### src/rtl/uart_pkg.sv
// Shared UART definitions: receiver state encoding, default bit timing and
// frame geometry, plus the half-bit offset used to qualify start bits.
package uart_pkg;

    typedef enum logic [2:0] {
        IDLE,
        START,
        DATA,
        STOP,
        BREAK
    } rx_state_t;

    localparam int UART_CLKS_PER_BIT_DEF = 434;
    localparam int UART_DATA_BITS        = 8;

    // Offset from the start-bit edge to its centre, in clocks.
    function automatic int half_bit(input int clks_per_bit);
        return (clks_per_bit - 1) / 2;
    endfunction

endpackage

### src/rtl/uart_sync2.sv
// Two-flop synchroniser for an asynchronous single-bit input. RST_VAL sets
// the value both flops take on reset so the output starts at the line's
// idle level.
module uart_sync2 #(
    parameter logic RST_VAL = 1'b1
) (
    input  logic clk,
    input  logic rst,
    input  logic i_async,
    output logic o_sync
);

    logic r_meta;
    logic r_sync;

    // Capture the asynchronous input and let the first flop settle for a cycle.
    always_ff @(posedge clk) begin
        // NOTE: sequential state uses non-blocking assignments so every flop
        // samples the pre-edge value of its neighbours.
        if (rst) begin
            r_meta <= RST_VAL;
            r_sync <= RST_VAL;
        end else begin
            r_meta <= i_async;
            r_sync <= r_meta;
        end
    end

    assign o_sync = r_sync;

endmodule

### src/rtl/uart_rx_frame.sv
// 8N1 UART receiver: synchronises the serial line, qualifies the start bit
// at its centre, samples eight data bits LSB-first at mid-bit and checks the
// stop bit, then emits a one-cycle byte-valid or framing-error strobe. A line
// held low after a bad stop bit parks the receiver in BREAK until it rises.
module uart_rx_frame
    import uart_pkg::*;
#(
    parameter int CLKS_PER_BIT = UART_CLKS_PER_BIT_DEF
) (
    input  logic                      clk,
    input  logic                      rst,
    input  logic                      i_Rx_Serial,
    output logic                      o_Rx_DV,
    output logic [UART_DATA_BITS-1:0] o_Rx_Byte,
    output logic                      o_Frame_Err,
    output logic                      o_Rx_Busy
);

    localparam int             CNT_W    = $clog2(CLKS_PER_BIT);
    localparam logic [CNT_W-1:0] HALF_CNT = CNT_W'(half_bit(CLKS_PER_BIT));
    localparam logic [CNT_W-1:0] LAST_CNT = CNT_W'(CLKS_PER_BIT - 1);
    localparam logic [2:0]     LAST_BIT = 3'(UART_DATA_BITS - 1);

    logic                      w_s_rx;

    rx_state_t                 r_state,   w_state;
    logic [CNT_W-1:0]          r_clk_cnt, w_clk_cnt;
    logic [2:0]                r_bit_idx, w_bit_idx;
    logic [UART_DATA_BITS-1:0] r_shift,   w_shift;
    logic [UART_DATA_BITS-1:0] r_byte,    w_byte;
    logic                      r_dv,      w_dv;
    logic                      r_fe,      w_fe;

    // Line idles high, so the synchroniser resets high to avoid a false start.
    uart_sync2 #(
        .RST_VAL (1'b1)
    ) u_sync (
        .clk     (clk),
        .rst     (rst),
        .i_async (i_Rx_Serial),
        .o_sync  (w_s_rx)
    );

    // State, counters, shift register and registered strobes.
    always_ff @(posedge clk) begin
        if (rst) begin
            r_state   <= IDLE;
            r_clk_cnt <= '0;
            r_bit_idx <= '0;
            r_shift   <= '0;
            r_byte    <= '0;
            r_dv      <= 1'b0;
            r_fe      <= 1'b0;
        end else begin
            r_state   <= w_state;
            r_clk_cnt <= w_clk_cnt;
            r_bit_idx <= w_bit_idx;
            r_shift   <= w_shift;
            r_byte    <= w_byte;
            r_dv      <= w_dv;
            r_fe      <= w_fe;
        end
    end

    // Next-state, bit timing and frame decisions, all taken on the synchronised line.
    always_comb begin
        // NOTE: every signal gets a default before the case so no path leaves
        // one unassigned and infers a latch.
        w_state   = r_state;
        w_clk_cnt = r_clk_cnt;
        w_bit_idx = r_bit_idx;
        w_shift   = r_shift;
        w_byte    = r_byte;
        w_dv      = 1'b0;
        w_fe      = 1'b0;

        case (r_state)
            IDLE: begin
                if (!w_s_rx) begin
                    w_state   = START;
                    w_clk_cnt = '0;
                end
            end

            START: begin
                if (r_clk_cnt == HALF_CNT) begin
                    w_clk_cnt = '0;
                    w_bit_idx = '0;
                    // A line back high at mid-start-bit was only a glitch.
                    w_state   = w_s_rx ? IDLE : DATA;
                end else begin
                    w_clk_cnt = r_clk_cnt + CNT_W'(1);
                end
            end

            DATA: begin
                if (r_clk_cnt == LAST_CNT) begin
                    w_clk_cnt          = '0;
                    w_shift[r_bit_idx] = w_s_rx;
                    if (r_bit_idx == LAST_BIT) begin
                        w_state = STOP;
                    end else begin
                        w_bit_idx = r_bit_idx + 3'd1;
                    end
                end else begin
                    w_clk_cnt = r_clk_cnt + CNT_W'(1);
                end
            end

            STOP: begin
                if (r_clk_cnt == LAST_CNT) begin
                    w_clk_cnt = '0;
                    if (w_s_rx) begin
                        w_byte  = r_shift;
                        w_dv    = 1'b1;
                        w_state = IDLE;
                    end else begin
                        w_fe    = 1'b1;
                        w_state = BREAK;
                    end
                end else begin
                    w_clk_cnt = r_clk_cnt + CNT_W'(1);
                end
            end

            BREAK: begin
                if (w_s_rx) begin
                    w_state = IDLE;
                end
            end

            default: begin
                w_state = IDLE;
            end
        endcase
    end

    assign o_Rx_DV     = r_dv;
    assign o_Rx_Byte   = r_byte;
    assign o_Frame_Err = r_fe;
    assign o_Rx_Busy   = (r_state != IDLE);

endmodule

### config.mk
export PLATFORM = sky130hd
export DESIGN_NAME = uart_rx_frame
export DESIGN_NICKNAME = d
export VERILOG_FILES = /design/src/rtl/uart_pkg.sv /design/src/rtl/uart_sync2.sv /design/src/rtl/uart_rx_frame.sv
export SDC_FILE = /design/constraint.sdc
export NUM_CORES = 1
export LEC_CHECK = 0
export ABC_AREA = 1
export BUFFER_PORTS_ARGS = -buffer_cell sky130_fd_sc_hd__buf_2
export CAP_MARGIN = 20
export CORE_ASPECT_RATIO = 0.75
export CORE_MARGIN = 8
export CORE_UTILIZATION = 58
export DETAILED_ROUTE_END_ITERATION = 8
export PLACE_DENSITY = 0.78
export SYNTH_ARGS = -nofsm -noshare
export SYNTH_HDL_FRONTEND = slang
export SYNTH_SLANG_ARGS = --single-unit
export TNS_END_PERCENT = 5
### constraint.sdc
create_clock -name clk -period 1.75 [get_ports clk]
set_input_delay 0.0875 -clock clk [delete_from_list [all_inputs] [get_ports clk]]
set_output_delay 0.0875 -clock clk [all_outputs]
set_load 0.1 [all_outputs]
==> impl_metrics.py <==
metrics = {
    "floorplan": {
        "floorplan.initialDensity_pct": 60.1,
        "io_pins": 14,
        "core_um2": 2910,
        "die-area_um2": 5050,
        "chipWidth_um": 79.4,
        "die_height_um": 63.6,
        "placementRows": 17,
    },
    "cts": {
        "post_cts_clock_slew_at_the_launch_and_capture_registers_of_the_worst_setup_and_hold_paths_ns": 0.07,
        "clkLatencyLatePin_ns": 0.29,
        "numClockSinks": 35,
        "clock_path_buffers": 2,
        "cts-buffers-inserted": 5,
        "cts_resized": 0,
        "cts-root-buf": "clkbuf_8",
        "cts_tree": "done",
        "clock_tree.htree_level_count": 2,
        "cts_post_setup_buffers_inserted": 0,
    },
    "min_path": {
        "min_delay_worst_endpoint": "o_Frame_Err$_SDFF_PP0_",
        "hold_start": "rst",
        "worst_hold_path_class": "input port to flip-flop",
        "worstHoldPathCells": 2,
    },
    "timing": {
        "worst_slew_margin_rel_pct": 60.3,
        "worstMarginPinSlew_ns": 0.595,
        "hold_slack_ns": 0.0365,
        "final-setup-viol-count": 0,
        "layout_worst_path_cycle_share_pct": 89.9,
        "timing.setup.tns_ns": 0,
        "drv_slew": 0,
        "final_period_minus_worst_setup_slack_ns": 1.57,
        "max_freq_ghz": 0.636,
        "grt_setup_unrepaired": "no",
        "hold_violations": 0,
        "fin_worst_skew_ns": 0.00401,
    },
    "setup_path": {
        "class_of_the_most_critical_setup_path": "flip-flop to flip-flop",
        "required_time_of_the_worst_setup_path_ns": 1.97,
        "worst_setup_path_start_kind": "flip-flop",
        "worstReg2RegStart": "r_clk_cnt[0]$_SDFFE_PP0P_",
        "critPathMaxFanout": 16,
        "rrSetupSlack_ns": 0.18,
        "r2r.worst_path.cells": 8,
        "cp-end-kind": "flip-flop",
        "timing.critical_path.arrival_ns": 1.79,
        "r2r-end": "o_Rx_Byte[2]$_SDFFE_PP0P_",
    },
    "final_layout": {
        "final.fill_count": 260,
        "area_growth_syn_to_layout_pct": 13.2,
        "drive_gt1_share_pct": 20.1,
        "utilization_pct": 68.0,
        "design.final.nets": 280,
        "antenna_cells": 0,
    },
    "global_route": {
        "initial_antenna_violation_count": 0,
        "overflow": 0,
        "grtUsageTotal_pct": 14.9,
        "first_pass_grt_wire_length_um": 5970,
        "number_of_global_route_vias_before_repair": 1350,
        "grt_max_degree": 22,
    },
    "drt": {
        "drt-total-wl_um": 3550,
        "drc": 0,
        "routed_wire_length_per_instance_um": 11.4,
        "detail-route-antenna-nets": 0,
        "vias_per_cell": 4.85,
        "dr.pass1.iters": 4,
        "detailroute.via_count": 1509,
        "drt_first_iter_violations": 52,
    },
    "synthesis": {
        "synth_area_per_cell_um2": 6.97,
        "ys_seq_elements": 35,
        "seq_area_frac_synth_pct": 40.0,
        "syn_inst": 251,
        "postSynthNetCount": 259,
        "synth_cell_type_count": 29,
        "synthesis.yosys.warnings": 0,
        "synthesis.area_um2": 1750,
    },
    "pwr": {
        "leakagePower_nw": 0.920,
        "ir_drop_mv": 1.52,
        "power.density_cell_area_nw_per_um2": 1390,
    },
    "placed_design": {
        "place.gp.congestion": 0.821,
        "place.detailed.hpwl_um": 2570,
        "io_buffer_count": 13,
    },
    "flow_run": {
        "maxCapViolCount": 0,
    },
    "outcome": {
        "outcome": "completed",
    },
}
## worst max-delay path by stage
| stage | startpoint | cells past startpoint | endpoint | slack [ns] |
|---|---|---|---|---|
| 2_1_floorplan | r_clk_cnt[0]$_SDFFE_PP0P_ | 8 | o_Rx_Byte[6]$_SDFFE_PP0P_ | 0.33 |
| 3_3_place_gp | r_clk_cnt[0]$_SDFFE_PP0P_ | 10 | r_clk_cnt[7]$_SDFFE_PP0P_ | 0.27 |
| 3_5_place_dp | r_clk_cnt[0]$_SDFFE_PP0P_ | 10 | r_clk_cnt[7]$_SDFFE_PP0P_ | 0.21 |
| 4_1_cts | r_clk_cnt[0]$_SDFFE_PP0P_ | 8 | o_Rx_Byte[2]$_SDFFE_PP0P_ | 0.18 |
| 5_1_grt | r_clk_cnt[0]$_SDFFE_PP0P_ | 9 | r_shift[3]$_SDFFE_PP0P_ | 0.04 |
| 6_report | r_clk_cnt[0]$_SDFFE_PP0P_ | 8 | o_Rx_Byte[2]$_SDFFE_PP0P_ | 0.18 |
## registers in the layout, summed over array words and instances (netlist names)
name,cells
o_Frame_Err,1
o_Rx_Byte,8
o_Rx_DV,1
r_bit_idx,3
r_clk_cnt,9
r_shift,8
r_state,3
u_sync.o_sync,1
u_sync.r_meta,1
## placed cells by master (no fill, tap or decap), types with 4 or more instances in the layout
cell	Yosys	layout
clkbuf_8	0	7
buf_2	0	13
nand3_1	6	6
o21ai_0	11	11
inv_2	5	5
buf_4	0	4
nor2_1	44	44
nand2_1	61	61
dfxtp_1	35	35
ha_1	5	5
nor2_2	4	4
nand2_2	7	7
inv_1	34	34
a21oi_2	4	4
a21oi_1	7	7
## cell type report
class	instances	area, um2	share of cell area [%]
Multi-Input combinational cell	173	881	44.5
Inverter	39	146	7.39
Clock buffer	8	100	5.05
Sequential cell	35	701	35.4
Tap cell	38	47.5	2.40
Timing Repair Buffer	18	105	5.31
## metrics by stage
| step | power [mW] | cells | cell area, um2 | worst slack (ns) |
|---|---|---|---|---|
| CTS | 2.75 | 311 | 1980 | 0.177 |
| floorplan | 1.89 | 251 | 1750 | 0.325 |
| global route | 2.95 | 311 | 1980 | 0.0357 |
| detailed placement | 2.11 | 302 | 1870 | 0.206 |
| finish | 2.75 | 311 | 1980 | 0.177 |
| global placement | 2.08 | 302 | 1870 | 0.265 |
## cells in the mapped netlist (all sizes together)
| cell | count | area, um2 |
|---|---|---|
| nand3 | 8 | 50.1 |
| nand3b | 1 | 7.51 |
| or2 | 3 | 18.8 |
| dfxtp | 35 | 701 |
| ha | 5 | 62.6 |
| nor2 | 48 | 190 |
| nor3 | 5 | 51.3 |
| clkbuf | 2 | 7.51 |
| inv | 39 | 146 |
| xnor2 | 2 | 17.5 |
| o21ai | 15 | 82.6 |
| a21oi | 11 | 70.1 |
| buf | 2 | 15.0 |
| nor4 | 2 | 12.5 |
| nand4 | 2 | 18.8 |
| nand2 | 68 | 273 |
| xor2 | 3 | 26.3 |
## report_power, final
part,switching (mW),internal [mW]
sequential,0.102,0.875
clock,0.288,0.359
combinational,0.806,0.319
total,1.20,1.55
## worst max-delay path, stage by stage, from the launching register on
cell and delay (ns):
dfxtp_1 0.41, ha_1 0.20, nand2_1 0.07, nor2_2 0.09, nand2_2 0.11, nor3_4 0.12
buf_4 0.24, o21ai_0 0.10, a21oi_1 0.16
## cell families after synthesis
logic type | synth area share, %
AOI/OAI and AO/OA | 8.72
xor gates and xnor gates | 2.50
adders and majority gates | 3.57
buffers and inverters | 9.65
DFF | 40.0
and+or+nand+nor | 35.5
## repair_timing
action	in CTS	in global routing
hold endpoints to repair	1	0
hold buffers	1	0
setup endpoints to repair	0	0
## per-layer routing
layer  vias up  routed length, um  GRT usage [%]  share of wire [%]
met3         8                178           5.38                5.0
met2        23               1440           21.1                 41
li1        811                  -              -                  -
met1       667               1860           19.1                 52
met4         0                 68           7.60                1.9
met5         -                  0              0                  0
Power figures use the tool's default switching activity.
